<file path="config.mk">
export PLATFORM = sky130hd
export DESIGN_NAME = load_store_unit
export DESIGN_NICKNAME = d
export VERILOG_FILES = /design/src/rtl/load_store_unit_pkg.sv /design/src/rtl/load_store_unit_align.sv /design/src/rtl/load_store_unit.sv
export SDC_FILE = /design/constraint.sdc
export NUM_CORES = 1
export LEC_CHECK = 0
export ABC_AREA = 1
export CAP_MARGIN = 25
export CORE_MARGIN = 10
export CORE_UTILIZATION = 46
export DETAILED_ROUTE_END_ITERATION = 10
export GPL_ROUTABILITY_DRIVEN = 0
export PLACE_DENSITY = 0.78
export SYNTH_ARGS = -nofsm -noshare
export SYNTH_HDL_FRONTEND = slang
export SYNTH_SLANG_ARGS = --single-unit
</file>
<file path="constraint.sdc">
create_clock -name clk -period 4.3 [get_ports clk]
set_input_delay 0.86 -clock clk [delete_from_list [all_inputs] [get_ports clk]]
set_output_delay 0.86 -clock clk [all_outputs]
set_load 0.02 [all_outputs]
</file>
<file path="src/rtl/load_store_unit_pkg.sv">
// Shared definitions for the load/store unit: funct3 codes, FSM states and the
// captured-request record.
package load_store_unit_pkg;

  localparam logic [2:0] F3_B  = 3'b000;
  localparam logic [2:0] F3_H  = 3'b001;
  localparam logic [2:0] F3_W  = 3'b010;
  localparam logic [2:0] F3_BU = 3'b100;
  localparam logic [2:0] F3_HU = 3'b101;

  typedef enum logic [2:0] {
    IDLE  = 3'd0,
    LD    = 3'd1,
    ST_RD = 3'd2,
    ST_WR = 3'd3,
    RESP  = 3'd4
  } lsu_state_t;

  typedef struct packed {
    logic        store;
    logic [2:0]  funct3;
    logic [31:0] addr;
    logic [31:0] wdata;
  } lsu_req_t;

endpackage

</file>
<file path="src/rtl/load_store_unit_align.sv">
// Lane logic: load extract/extend, store byte/half merge, misalign/range/funct3 check.
// Latency: purely combinational.
// Backpressure: none; evaluated on whatever request the top presents.
module load_store_unit_align
  import load_store_unit_pkg::*;
#(
  parameter int ADDR_WIDTH = 10
) (
  input  lsu_req_t    req,
  input  logic [31:0] mem_rdata,
  output logic        err,
  output logic [31:0] load_data,
  output logic [31:0] merge_data
);

  logic [7:0]  lane_b;
  logic [15:0] lane_h;
  logic        range_err;
  logic        fmt_err;

  // Byte address bits above the word-index field must be clear
  assign range_err = (req.addr >> (ADDR_WIDTH + 2)) != 32'd0;
  assign err       = range_err | fmt_err;

  always_comb begin
    lane_b = mem_rdata[7:0];
    case (req.addr[1:0])
      2'd0: lane_b = mem_rdata[7:0];
      2'd1: lane_b = mem_rdata[15:8];
      2'd2: lane_b = mem_rdata[23:16];
      2'd3: lane_b = mem_rdata[31:24];
      default: lane_b = mem_rdata[7:0];
    endcase
    lane_h = req.addr[1] ? mem_rdata[31:16] : mem_rdata[15:0];
  end

  always_comb begin
    load_data = mem_rdata;
    case (req.funct3)
      F3_B:    load_data = {{24{lane_b[7]}}, lane_b};
      F3_BU:   load_data = {24'd0, lane_b};
      F3_H:    load_data = {{16{lane_h[15]}}, lane_h};
      F3_HU:   load_data = {16'd0, lane_h};
      default: load_data = mem_rdata;
    endcase
  end

  always_comb begin
    merge_data = mem_rdata;
    case (req.funct3)
      F3_B: begin
        case (req.addr[1:0])
          2'd0: merge_data[7:0]   = req.wdata[7:0];
          2'd1: merge_data[15:8]  = req.wdata[7:0];
          2'd2: merge_data[23:16] = req.wdata[7:0];
          2'd3: merge_data[31:24] = req.wdata[7:0];
          default: merge_data = mem_rdata;
        endcase
      end
      F3_H: begin
        if (req.addr[1]) merge_data[31:16] = req.wdata[15:0];
        else             merge_data[15:0]  = req.wdata[15:0];
      end
      default: merge_data = req.wdata;
    endcase
  end

  // Unsigned variants exist only for loads
  always_comb begin
    fmt_err = 1'b1;
    case (req.funct3)
      F3_B:    fmt_err = 1'b0;
      F3_BU:   fmt_err = req.store;
      F3_H:    fmt_err = req.addr[0];
      F3_HU:   fmt_err = req.addr[0] | req.store;
      F3_W:    fmt_err = |req.addr[1:0];
      default: fmt_err = 1'b1;
    endcase
  end

endmodule

</file>
<file path="src/rtl/load_store_unit.sv">
// Data-memory initiator: one RV32 load/store per handshake, RMW for SB/SH, load extension.
// Latency accept->resp_valid: error 1, LD/SW 2, SB/SH 3 cycles; one op outstanding.
// Backpressure: req_ready only in IDLE; response held stable until resp_ready.
module load_store_unit
  import load_store_unit_pkg::*;
#(
  parameter int ADDR_WIDTH = 10
) (
  input  logic                  clk,
  input  logic                  rst,
  input  logic                  req_valid,
  output logic                  req_ready,
  input  logic                  req_store,
  input  logic [2:0]            req_funct3,
  input  logic [31:0]           req_addr,
  input  logic [31:0]           req_wdata,
  output logic                  resp_valid,
  input  logic                  resp_ready,
  output logic [31:0]           resp_data,
  output logic                  resp_err,
  output logic                  mem_read,
  output logic                  mem_write,
  output logic [ADDR_WIDTH-1:0] mem_addr,
  output logic [31:0]           mem_wdata,
  input  logic [31:0]           mem_rdata
);

  lsu_state_t  state, state_nx;
  lsu_req_t    req_in, req_q, req_cur;
  logic        accept;
  logic        align_err;
  logic [31:0] load_data;
  logic [31:0] merge_data;

  assign req_in = '{store: req_store, funct3: req_funct3, addr: req_addr, wdata: req_wdata};

  // Decode the incoming request while idle, the captured one afterwards
  assign req_cur = (state == IDLE) ? req_in : req_q;

  load_store_unit_align #(
    .ADDR_WIDTH(ADDR_WIDTH)
  ) u_align (
    .req       (req_cur),
    .mem_rdata (mem_rdata),
    .err       (align_err),
    .load_data (load_data),
    .merge_data(merge_data)
  );

  always_ff @(posedge clk or posedge rst) begin
    if (rst) state <= IDLE;
    else     state <= state_nx;
  end

  always_comb begin
    state_nx   = state;
    accept     = 1'b0;
    req_ready  = 1'b0;
    resp_valid = 1'b0;
    mem_read   = 1'b0;
    mem_write  = 1'b0;
    case (state)
      IDLE: begin
        req_ready = !rst;
        if (req_valid) begin
          accept = 1'b1;
          if (align_err)                    state_nx = RESP;
          else if (!req_store)              state_nx = LD;
          else if (req_funct3 == F3_W)      state_nx = ST_WR;
          else                              state_nx = ST_RD;
        end
      end
      LD: begin
        mem_read = 1'b1;
        state_nx = RESP;
      end
      ST_RD: begin
        mem_read = 1'b1;
        state_nx = ST_WR;
      end
      ST_WR: begin
        mem_write = 1'b1;
        state_nx  = RESP;
      end
      RESP: begin
        resp_valid = 1'b1;
        if (resp_ready) state_nx = IDLE;
      end
      default: state_nx = IDLE;
    endcase
  end

  always_ff @(posedge clk or posedge rst) begin
    if (rst) begin
      req_q     <= '0;
      resp_data <= '0;
      resp_err  <= 1'b0;
      mem_addr  <= '0;
      mem_wdata <= '0;
    end else begin
      if (accept) begin
        req_q     <= req_in;
        mem_addr  <= req_addr[ADDR_WIDTH+1:2];
        mem_wdata <= req_wdata;
        resp_data <= '0;
        resp_err  <= align_err;
      end
      if (state == LD)    resp_data <= load_data;
      // Merged word replaces the raw store data before the write cycle
      if (state == ST_RD) mem_wdata <= merge_data;
    end
  end

endmodule

</file>
==> flow_metrics.py, run 1 <==
metrics = {
    "logic_synthesis": {
        "yosysMostFrequentCell": "nand2_1",
        "ys.flop_type": "dfrtp_1",
        "yosys_register_bits": 136,
        "synth_fp_nets": 1289,
        "yosys.cell_types.count": 29,
        "synth-async-reset-ratio_pct": 100,
        "yosysWarnings": 0,
        "synth_edf_count": 0,
        "synth.avg_cell_area_um2": 6.71,
        "post-synth-top-area-fraction_pct": 42.8,
        "ys_top_cells_by_area": "dfrtp_1, nand2_1, o21ai_0",
        "synthTopCellsByCount": "nand2_1, inv_1, dfrtp_1",
        "synthCells": 1185,
        "synth_area_leader_cell": "dfrtp_1",
        "ys_seq_area_share_pct": 42.8,
        "netlist_area_um2": 7950,
    },
    "floorplan": {
        "initial_core_util_pct": 46.4,
        "dieArea_um2": 22900,
        "core_area_um2": 17100,
        "die_width_um": 151,
        "rows": 48,
        "die_h_um": 151,
        "io_pins": 183,
    },
    "clocking": {
        "cts_tree": "done",
        "post_cts_buffers": 0,
        "post_cts_resized": 0,
        "cts.sinks": 136,
        "worst_skew_pair.late_latency_ns": 0.43,
        "root_buffer": "clkbuf_16",
        "numCtsBuffers": 17,
        "clk_pin_slew_ns": 0.06,
        "ctsHtreeMaxLevel": 4,
        "clk_path_buf_depth": 2,
        "holdBufCountCts": 0,
    },
    "cells_and_area": {
        "num_antenna_cells": 0,
        "n_fill_cell": 1588,
        "stdcell_count": 1572,
        "area_growth_pct": 30.9,
        "drive_gt1_share_pct": 5.94,
        "final_nets": 1438,
    },
    "sta": {
        "setup_slack_ns": 0.825,
        "min_period_ns": 3.47,
        "post-route-period-util_pct": 80.8,
        "fin_skew_ns": 0.00713,
        "rsz0062_at_grt": "no",
        "setup-violations-final": 0,
        "slew_headroom_pct": 35.8,
        "finalHoldViolations": 0,
        "tightest_slew_ns": 0.960,
        "fmax_mhz": 288,
        "tns_ns": 0,
        "report.final.slew_viol_count": 0,
    },
    "critical_path": {
        "cp-endpoint": "mem_read",
        "r2r_setup_slack_ns": 1.13,
        "r2r-end": "mem_wdata[11]$_DFFE_PP0P_",
        "crit_fanout": 26,
        "crit_required_ns": 3.44,
        "path_common_cell": "nand2_1",
        "max_stage_delay_ns": 0.64,
        "critPathLaunch": "state[0]$_DFFE_PP0P_",
        "crit_chain": "nor2_4 > nand2_1 > nand2_1 > clkdlybuf4s50_1",
        "path_class": "flop to output pin",
        "critPathArrivalTime_ns": 2.61,
        "r2r_cells": 9,
        "rr_startpoint": "state[0]$_DFFE_PP0P_",
        "end_kind": "output pin",
        "critPathSlowestCell": "clkdlybuf4s50_1",
        "critPathLaunchType": "flop",
    },
    "route": {
        "num_vias": 8153,
        "wl_per_cell_um": 15.9,
        "drt_wl_total_um": 25000,
        "drcViolationCount": 0,
        "drt-initial-drc-count": 830,
        "first_pass_iters": 5,
        "drt-vias-per-instance": 5.19,
        "antenna_left": 0,
    },
    "outcome": {
        "status": "completed",
    },
    "global_routing": {
        "grt_max_degree": 62,
        "grt_pass1_wl_um": 40000,
        "track_usage_pct": 21.9,
        "overflow": 0,
        "grt_pass1_vias": 7927,
        "antenna_found_initial": 0,
    },
    "placement": {
        "port_buffers": 182,
        "dp_worst_setup_slack_ns": 1.19,
        "place_inst": 1540,
        "dp.final_hpwl_um": 18400,
    },
    "flow_run": {
        "maxCapViolations": 0,
    },
    "hold_path": {
        "hp-class": "flop to flop",
    },
    "pwr": {
        "p_seq_share_pct": 28.5,
        "power_w": 0.00690,
        "powerDensity_nw_per_um2": 663,
        "cell_internal_pwr_w": 0.00373,
        "vdd_drop_max_mv": 0.376,
        "clock_power_share_pct": 20.5,
        "p_leak_nw": 5.48,
        "p_sw_share_pct": 46.0,
        "power_switching_w": 0.00317,
        "combPwrFrac_pct": 51.0,
    },
}
==> power by group through the flow <==
stage / Sequential [W] / Clock [W] / Combinational, W
2_1_floorplan: 0.00212 / 0 / 0.00229
3_3_place_gp: 0.00197 / 0 / 0.00341
3_5_place_dp: 0.00198 / 0 / 0.00346
4_1_cts: 0.00197 / 0.00143 / 0.00349
5_1_grt: 0.00202 / 0.00150 / 0.00392
6_report: 0.00197 / 0.00142 / 0.00352
==> cell usage in the layout (no fill, tap or decap), drive strengths merged, types with 2 or more instances in the layout <==
cell type,n
inv,170
nand3,82
clkbuf,17
nand4,7
o22ai,17
o21ai,129
buf,13
a21oi,25
o211ai,9
nor2,54
clkdlybuf4s50,182
nand2,490
dfrtp,136
a31oi,2
clkinv,8
or2,2
==> worst max-delay path, delay by kind of cell, from the launching register on <==
| kind | cells | cell delay [ns] |
|---|---|---|
| buf+inv | 1 | 0.64 |
| flops | 1 | 0.42 |
| simple gates | 3 | 1.11 |
==> sequential cells by signal, indices dropped and copies added, names as in the netlist <==
| signal | cells |
|---|---|
| resp_err | 1 |
| req_q | 59 |
| mem_wdata | 32 |
| state | 3 |
| resp_data | 32 |
| mem_addr | 9 |
==> area by class of cell <==
type	instances	area (um2)	share of cell area (%)
clock inverter	15	138	1.32
tap	225	282	2.71
sequential	136	3400	32.7
multi-input combinational	819	3590	34.5
clock buffer	17	425	4.09
inverter	165	624	6.00
timing repair buffer	195	1940	18.7
==> worst min-delay path by stage <==
stage,to,slack [ns],cells past startpoint,from
after detailed placement,mem_addr[6]$_DFFE_PP0P_,0.46,2,mem_addr[6]$_DFFE_PP0P_
after CTS,mem_addr[6]$_DFFE_PP0P_,0.47,2,mem_addr[6]$_DFFE_PP0P_
after global routing,mem_addr[6]$_DFFE_PP0P_,0.49,2,mem_addr[6]$_DFFE_PP0P_
final,mem_addr[6]$_DFFE_PP0P_,0.47,2,mem_addr[6]$_DFFE_PP0P_
after floorplan,req_q[0]$_DFFE_PP0P_,0.44,2,req_q[0]$_DFFE_PP0P_
after global placement,mem_addr[6]$_DFFE_PP0P_,0.45,2,mem_addr[6]$_DFFE_PP0P_
==> metrics by stage <==
step	utilization (%)	cell area, um2	hold WS, ns
3_5_place_dp	57.5	9840	0.458
4_1_cts	60.8	10400	0.474
2_1_floorplan	-	7950	0.442
3_3_place_gp	57.5	9840	0.453
5_1_grt	60.8	10400	0.492
6_report	60.8	10400	0.468
==> kinds of logic after synthesis <==
group	count (synthesis)	synth area share [%]
AO/OA/AOI/OAI	183	12.2
buffers and inverters	230	12.2
flip-flops	136	42.8
AND/OR/NAND/NOR	636	32.8
==> layer usage <==
metal / global-route usage (%) / up-vias / share of wire (%)
met5: 0 / - / 0
met1: 28.3 / 3776 / 42
met4: 7.94 / 0 / 2.6
met3: 6.71 / 51 / 11
li1: - / 3970 / -
met2: 33.9 / 356 / 45
Note: power is estimated with default switching activity, not from simulation.
==> run 2: changes to the inputs <==
- clock period: 4.3 -> 3 ns (I/O delays scaled with it)
==> run 2 against run 1 <==
Cell area up 0.65%. Sequential share of layout area down 0.21 points. Count of clock-buffer cells in the layout up 2. Register-to-register slack worse by 0.56 ns. Die area unchanged.
==> flow_metrics.py, run 2 (same netlist as run 1, synthesis figures left out) <==
metrics = {
    "route": {
        "wl_per_cell_um": 15.9,
        "antenna_left": 0,
        "num_vias": 8154,
        "dr.max_layer_used": "met4",
        "drt_wl_total_um": 25100,
        "drt-initial-drc-count": 936,
        "drt-vias-per-instance": 5.17,
        "drcViolationCount": 0,
        "wl_met1_um": 10500,
        "dr_wl_met3_um": 3010,
        "dr_wl_met2_um": 11100,
        "first_pass_iters": 6,
    },
    "critical_path": {
        "crit_family": "buffers and inverters",
        "path_class": "flop to output pin",
        "critPathLaunch": "state[2]$_DFFE_PP0P_",
        "end_kind": "output pin",
        "crit_fanout": 8,
        "crit_buf_inv": 3,
        "rr_startpoint": "state[0]$_DFFE_PP0P_",
        "crit_required_ns": 2.40,
        "critPathArrivalTime_ns": 2.24,
        "critPathSlowestCell": "clkdlybuf4s50_1",
        "crit_chain": "inv_1 > nand2_1 > nor2_1 > inv_1 > nand2_1 > clkdlybuf4s50_1",
        "cp-endpoint": "mem_read",
        "r2r_cells": 11,
        "critPathLaunchType": "flop",
        "r2r-end": "mem_wdata[10]$_DFFE_PP0P_",
        "crit_cells": 6,
        "max_stage_delay_ns": 0.64,
        "r2r_setup_slack_ns": 0.57,
    },
    "global_routing": {
        "track_usage_pct": 21.7,
        "grt_max_degree": 62,
        "grt_pass1_vias": 7698,
        "grt_pass1_wl_um": 39600,
        "antenna_found_initial": 0,
        "overflow": 0,
    },
    "floorplan": {
        "dieArea_um2": 22900,
        "initial_core_util_pct": 46.4,
        "die_h_um": 151,
        "core_area_um2": 17100,
        "io_pins": 183,
        "die_width_um": 151,
        "rows": 48,
    },
    "pwr": {
        "p_seq_share_pct": 28.4,
        "combPwrFrac_pct": 50.9,
        "cell_internal_pwr_w": 0.00548,
        "p_sw_share_pct": 45.3,
        "vdd_drop_max_mv": 0.601,
        "clock_power_share_pct": 20.8,
        "powerDensity_nw_per_um2": 957,
        "p_leak_nw": 5.51,
        "power_switching_w": 0.00453,
    },
    "cells_and_area": {
        "post-route-util_pct": 61.2,
        "reg_top3": "req_q: 59 flops, mem_wdata: 32 flops, resp_data: 32 flops",
        "largest_reg_flops": 59,
        "seqCellArea_um2": 3400,
        "num_antenna_cells": 0,
        "regMostFlops": "req_q",
        "stdcell_count": 1576,
        "area_growth_pct": 31.7,
        "multi_input_area_um2": 3590,
        "final_cell_mix": "nand2_1, clkdlybuf4s50_1, inv_1, dfrtp_1, o21ai_0",
        "n_fill_cell": 1575,
        "final_nets": 1443,
        "drive_gt1_share_pct": 6.22,
        "mostFrequentLayoutCell": "nand2_1",
    },
    "sta": {
        "post-route-period-util_pct": 94.8,
        "rsz0062_at_grt": "no",
        "min_period_ns": 2.84,
        "finalHoldViolations": 0,
        "slew_headroom_pct": 40.7,
        "fmax_mhz": 352,
        "tightest_slew_ns": 0.888,
        "fin_skew_ns": 0.00607,
        "tns_ns": 0,
        "hold_slack_ns": 0.473,
        "report.final.slew_viol_count": 0,
        "setup-violations-final": 0,
    },
    "clocking": {
        "cts.sinks": 136,
        "cts_tree": "done",
        "root_buffer": "clkbuf_16",
        "post_cts_resized": 0,
        "numCtsBuffers": 17,
        "worst_skew_pair.late_latency_ns": 0.42,
        "post_cts_buffers": 0,
        "holdBufCountCts": 0,
        "clk_pin_slew_ns": 0.06,
        "ctsHtreeMaxLevel": 4,
        "clk_path_buf_depth": 2,
    },
    "placement": {
        "dp.final_hpwl_um": 18600,
        "port_buffers": 182,
        "place_inst": 1545,
    },
    "outcome": {
        "status": "completed",
    },
    "flow_run": {
        "maxCapViolations": 0,
    },
    "hold_path": {
        "hp-class": "flop to flop",
    },
}
## run 2: cell types whose count changed in the layout (fill, tap and decap cells not counted), sizes merged
| cell | delta |
|---|---|
| clkbuf | +2 |
| bufinv | +1 |
| inv | -8 |
| buf | +5 |
| clkinvlp | +4 |
## run 2: power by group through the flow
stage	logic, W	registers [W]	clock network (W)
after floorplan	0.00329	0.00303	0
after global placement	0.00493	0.00283	0
after detailed placement	0.00500	0.00285	0
after CTS	0.00504	0.00284	0.00209
after global routing	0.00564	0.00291	0.00219
final	0.00509	0.00284	0.00208
## run 2: per-stage QoR
| stage | power (W) | cell area (um2) | setup WS, ns |
|---|---|---|---|
| 3_5_place_dp | 0.00786 | 9890 | 0.313 |
| 6_report | 0.0100 | 10500 | 0.156 |
| 3_3_place_gp | 0.00776 | 9890 | 0.354 |
| 5_1_grt | 0.0107 | 10500 | 0.110 |
| 4_1_cts | 0.00997 | 10500 | 0.212 |
| 2_1_floorplan | 0.00632 | 7950 | 0.707 |
## run 2: worst min path at each step
| stage | start | end | slack [ns] | cells past startpoint |
|---|---|---|---|---|
| 2_1_floorplan | req_q[0]$_DFFE_PP0P_ | req_q[0]$_DFFE_PP0P_ | 0.44 | 2 |
| 3_3_place_gp | req_q[66]$_DFFE_PP0P_ | req_q[66]$_DFFE_PP0P_ | 0.45 | 2 |
| 3_5_place_dp | req_q[66]$_DFFE_PP0P_ | req_q[66]$_DFFE_PP0P_ | 0.46 | 2 |
| 4_1_cts | req_q[6]$_DFFE_PP0P_ | req_q[6]$_DFFE_PP0P_ | 0.47 | 2 |
| 5_1_grt | mem_addr[5]$_DFFE_PP0P_ | mem_addr[5]$_DFFE_PP0P_ | 0.49 | 2 |
| 6_report | mem_addr[5]$_DFFE_PP0P_ | mem_addr[5]$_DFFE_PP0P_ | 0.47 | 2 |
## run 2: cell type report
cell class                 instances  share of cell area [%]
multi-input combinational        819                    34.3
clock inverter                    12                    1.22
tap                              225                    2.69
inverter                         165                    5.96
clock buffer                      19                    4.33
timing repair buffer             200                    19.0
sequential                       136                    32.5
## run 2: tightest hold or removal path: cells and delay by family, from the launching register on
kind | cells | cell delay (ns)
AND/OR/NAND/NOR | 2 | 0.10
flip-flops | 1 | 0.34
## run 2: metal layers
metal | up-vias | global-route usage, %
li1 | 3988 | -
met1 | 3728 | 28.7
met2 | 398 | 33.3
met3 | 40 | 7.04
met4 | 0 | 6.59
met5 | - | 0
==> run 3: changes to the inputs <==
- CORE_UTILIZATION: 46 -> 55
- PLACE_DENSITY: 0.78 -> 0.88
- clock period: 3 -> 3.55 ns (I/O delays scaled with it)
==> run 3 against run 2 <==
Global-route usage grew 3.5 points. Sequential share of layout area grew 0.14 points. First-iteration DRC count grew 17%. Critical path depth shrank 2. Die area shrank 14%. Wire length grew 1.6%. Combinational power shrank 15%. Power shrank 14%. Register-to-register slack gained 0.38 ns. Largest cell class unchanged. Highest routed layer unchanged.
==> flow_metrics.py, run 3 (same netlist as run 1, synthesis figures left out) <==
metrics = {
    "route": {
        "first_pass_iters": 7,
        "drt_wl_total_um": 25500,
        "drt-initial-drc-count": 1095,
        "drt-vias-per-instance": 5.48,
        "antenna_left": 0,
        "wl_per_cell_um": 16.7,
        "drcViolationCount": 0,
        "num_vias": 8375,
    },
    "sta": {
        "rsz0062_at_grt": "no",
        "tns_ns": 0,
        "slew_headroom_pct": 40.3,
        "post-route-period-util_pct": 83.8,
        "fin_skew_ns": 0.0105,
        "setup-violations-final": 0,
        "report.final.slew_viol_count": 0,
        "fmax_mhz": 336,
        "tightest_slew_ns": 0.894,
        "min_period_ns": 2.97,
        "finalHoldViolations": 0,
    },
    "hold_path": {
        "min_from": "mem_addr[7]$_DFFE_PP0P_",
        "min_to": "mem_addr[7]$_DFFE_PP0P_",
        "worstHoldPathCells": 2,
        "hp-class": "flop to flop",
    },
    "placement": {
        "dp.final_hpwl_um": 18100,
        "port_buffers": 182,
        "placed_area_um2": 9790,
    },
    "floorplan": {
        "die_h_um": 140,
        "dieArea_um2": 19700,
        "io_pins": 183,
        "initial_core_util_pct": 56.6,
        "die_width_um": 140,
        "rows": 43,
        "core_area_um2": 14000,
    },
    "critical_path": {
        "crit_buf_inv": 1,
        "critPathLaunchType": "flop",
        "crit_required_ns": 2.84,
        "rr_startpoint": "state[0]$_DFFE_PP0P_",
        "end_kind": "output pin",
        "crit_chain": "nor2_4 > nand2_2 > nor2_1 > clkdlybuf4s50_1",
        "r2r_setup_slack_ns": 0.95,
        "critPathArrivalTime_ns": 2.26,
        "crit_fanout": 29,
        "max_stage_delay_ns": 0.63,
        "r2r_cells": 9,
        "path_class": "flop to output pin",
        "crit_family": "simple AND/OR/NAND/NOR gates",
        "critPathSlowestCell": "clkdlybuf4s50_1",
        "r2r-end": "resp_data[4]$_DFFE_PP0P_",
    },
    "cells_and_area": {
        "mostFrequentLayoutCell": "nand2_1",
        "area_growth_pct": 31.1,
        "post-route-util_pct": 74.2,
        "final_cell_mix": "nand2_1, clkdlybuf4s50_1, inv_1, dfrtp_1, o21ai_0",
        "final_area_um2": 10400,
        "reg_top3": "req_q: 59 flops, mem_wdata: 32 flops, resp_data: 32 flops",
        "final_nets": 1440,
        "largest_reg_flops": 59,
        "drive_gt1_share_pct": 6.01,
        "n_fill_cell": 1020,
        "regMostFlops": "req_q",
    },
    "global_routing": {
        "grt_max_degree": 137,
        "antenna_found_initial": 1,
        "grt_pass1_wl_um": 40500,
        "overflow": 0,
        "grt_pass1_vias": 7983,
        "track_usage_pct": 25.2,
    },
    "clocking": {
        "clk_pin_slew_ns": 0.06,
        "clk_path_buf_depth": 2,
        "holdBufCountCts": 0,
        "cts_tree": "done",
        "ctsHtreeMaxLevel": 4,
        "post_cts_resized": 0,
        "post_cts_buffers": 0,
        "cts.sinks": 136,
        "root_buffer": "clkbuf_16",
        "worst_skew_pair.late_latency_ns": 0.43,
        "numCtsBuffers": 17,
    },
    "outcome": {
        "status": "completed",
    },
    "pwr": {
        "vdd_drop_max_mv": 0.495,
        "p_leak_nw": 5.51,
        "powerDensity_nw_per_um2": 826,
    },
    "flow_run": {
        "maxCapViolations": 0,
    },
}
==> run 3: worst max-delay path by stage <==
stage                               startpoint                   endpoint  slack [ns]  cells after the start
final                     state[0]$_DFFE_PP0P_                  req_ready        0.58                      4
after global routing      state[0]$_DFFE_PP0P_                  req_ready        0.45                      4
after CTS                 state[0]$_DFFE_PP0P_                  req_ready        0.58                      4
after detailed placement         req_funct3[0]   resp_data[3]$_DFFE_PP0P_        0.74                     10
after global placement             req_addr[1]  mem_wdata[28]$_DFFE_PP0P_        0.80                     10
after floorplan                            rst    mem_addr[0]$_DFFE_PP0P_        1.15                      1
==> run 3: per-stage QoR <==
step | setup slack, ns | total power (W) | cells | hold WS (ns)
floorplan | 1.15 | 0.00534 | 1185 | 0.442
global placement | 0.800 | 0.00647 | 1497 | 0.454
detailed placement | 0.744 | 0.00658 | 1497 | 0.463
CTS | 0.576 | 0.00853 | 1528 | 0.475
global route | 0.453 | 0.00918 | 1529 | 0.486
finish | 0.575 | 0.00861 | 1529 | 0.471
==> run 3: final cells by class <==
type | count | area (um2) | share of cell area, %
Antenna cell | 1 | 2.50 | 0.0240
Clock buffer | 20 | 467 | 4.48
Clock inverter | 11 | 170 | 1.63
Inverter | 165 | 624 | 5.99
Multi-Input combinational cell | 819 | 3590 | 34.4
Sequential cell | 136 | 3400 | 32.6
Tap cell | 180 | 225 | 2.16
Timing Repair Buffer | 197 | 1950 | 18.7
==> run 3: layer usage <==
layer	global-route usage [%]	wire [um]	vias to the layer above
li1	-	-	3975
met1	31.2	9740	3785
met2	38.5	11600	530
met3	9.40	3230	85
met4	11.1	884	0
met5	0	0	-
==> run 3: tightest hold or removal path: cells and delay by family (launching register included) <==
family	cells	cell delay [ns]
DFF	1	0.34
and+or+nand+nor	2	0.10
==> run 3: power by group <==
group	leakage, nW	switching [W]	total [W]	internal, W
Sequential	1.73	0.000288	0.00239	0.00211
Combinational	3.47	0.00287	0.00432	0.00144
Clock	0.305	0.000672	0.00190	0.00123
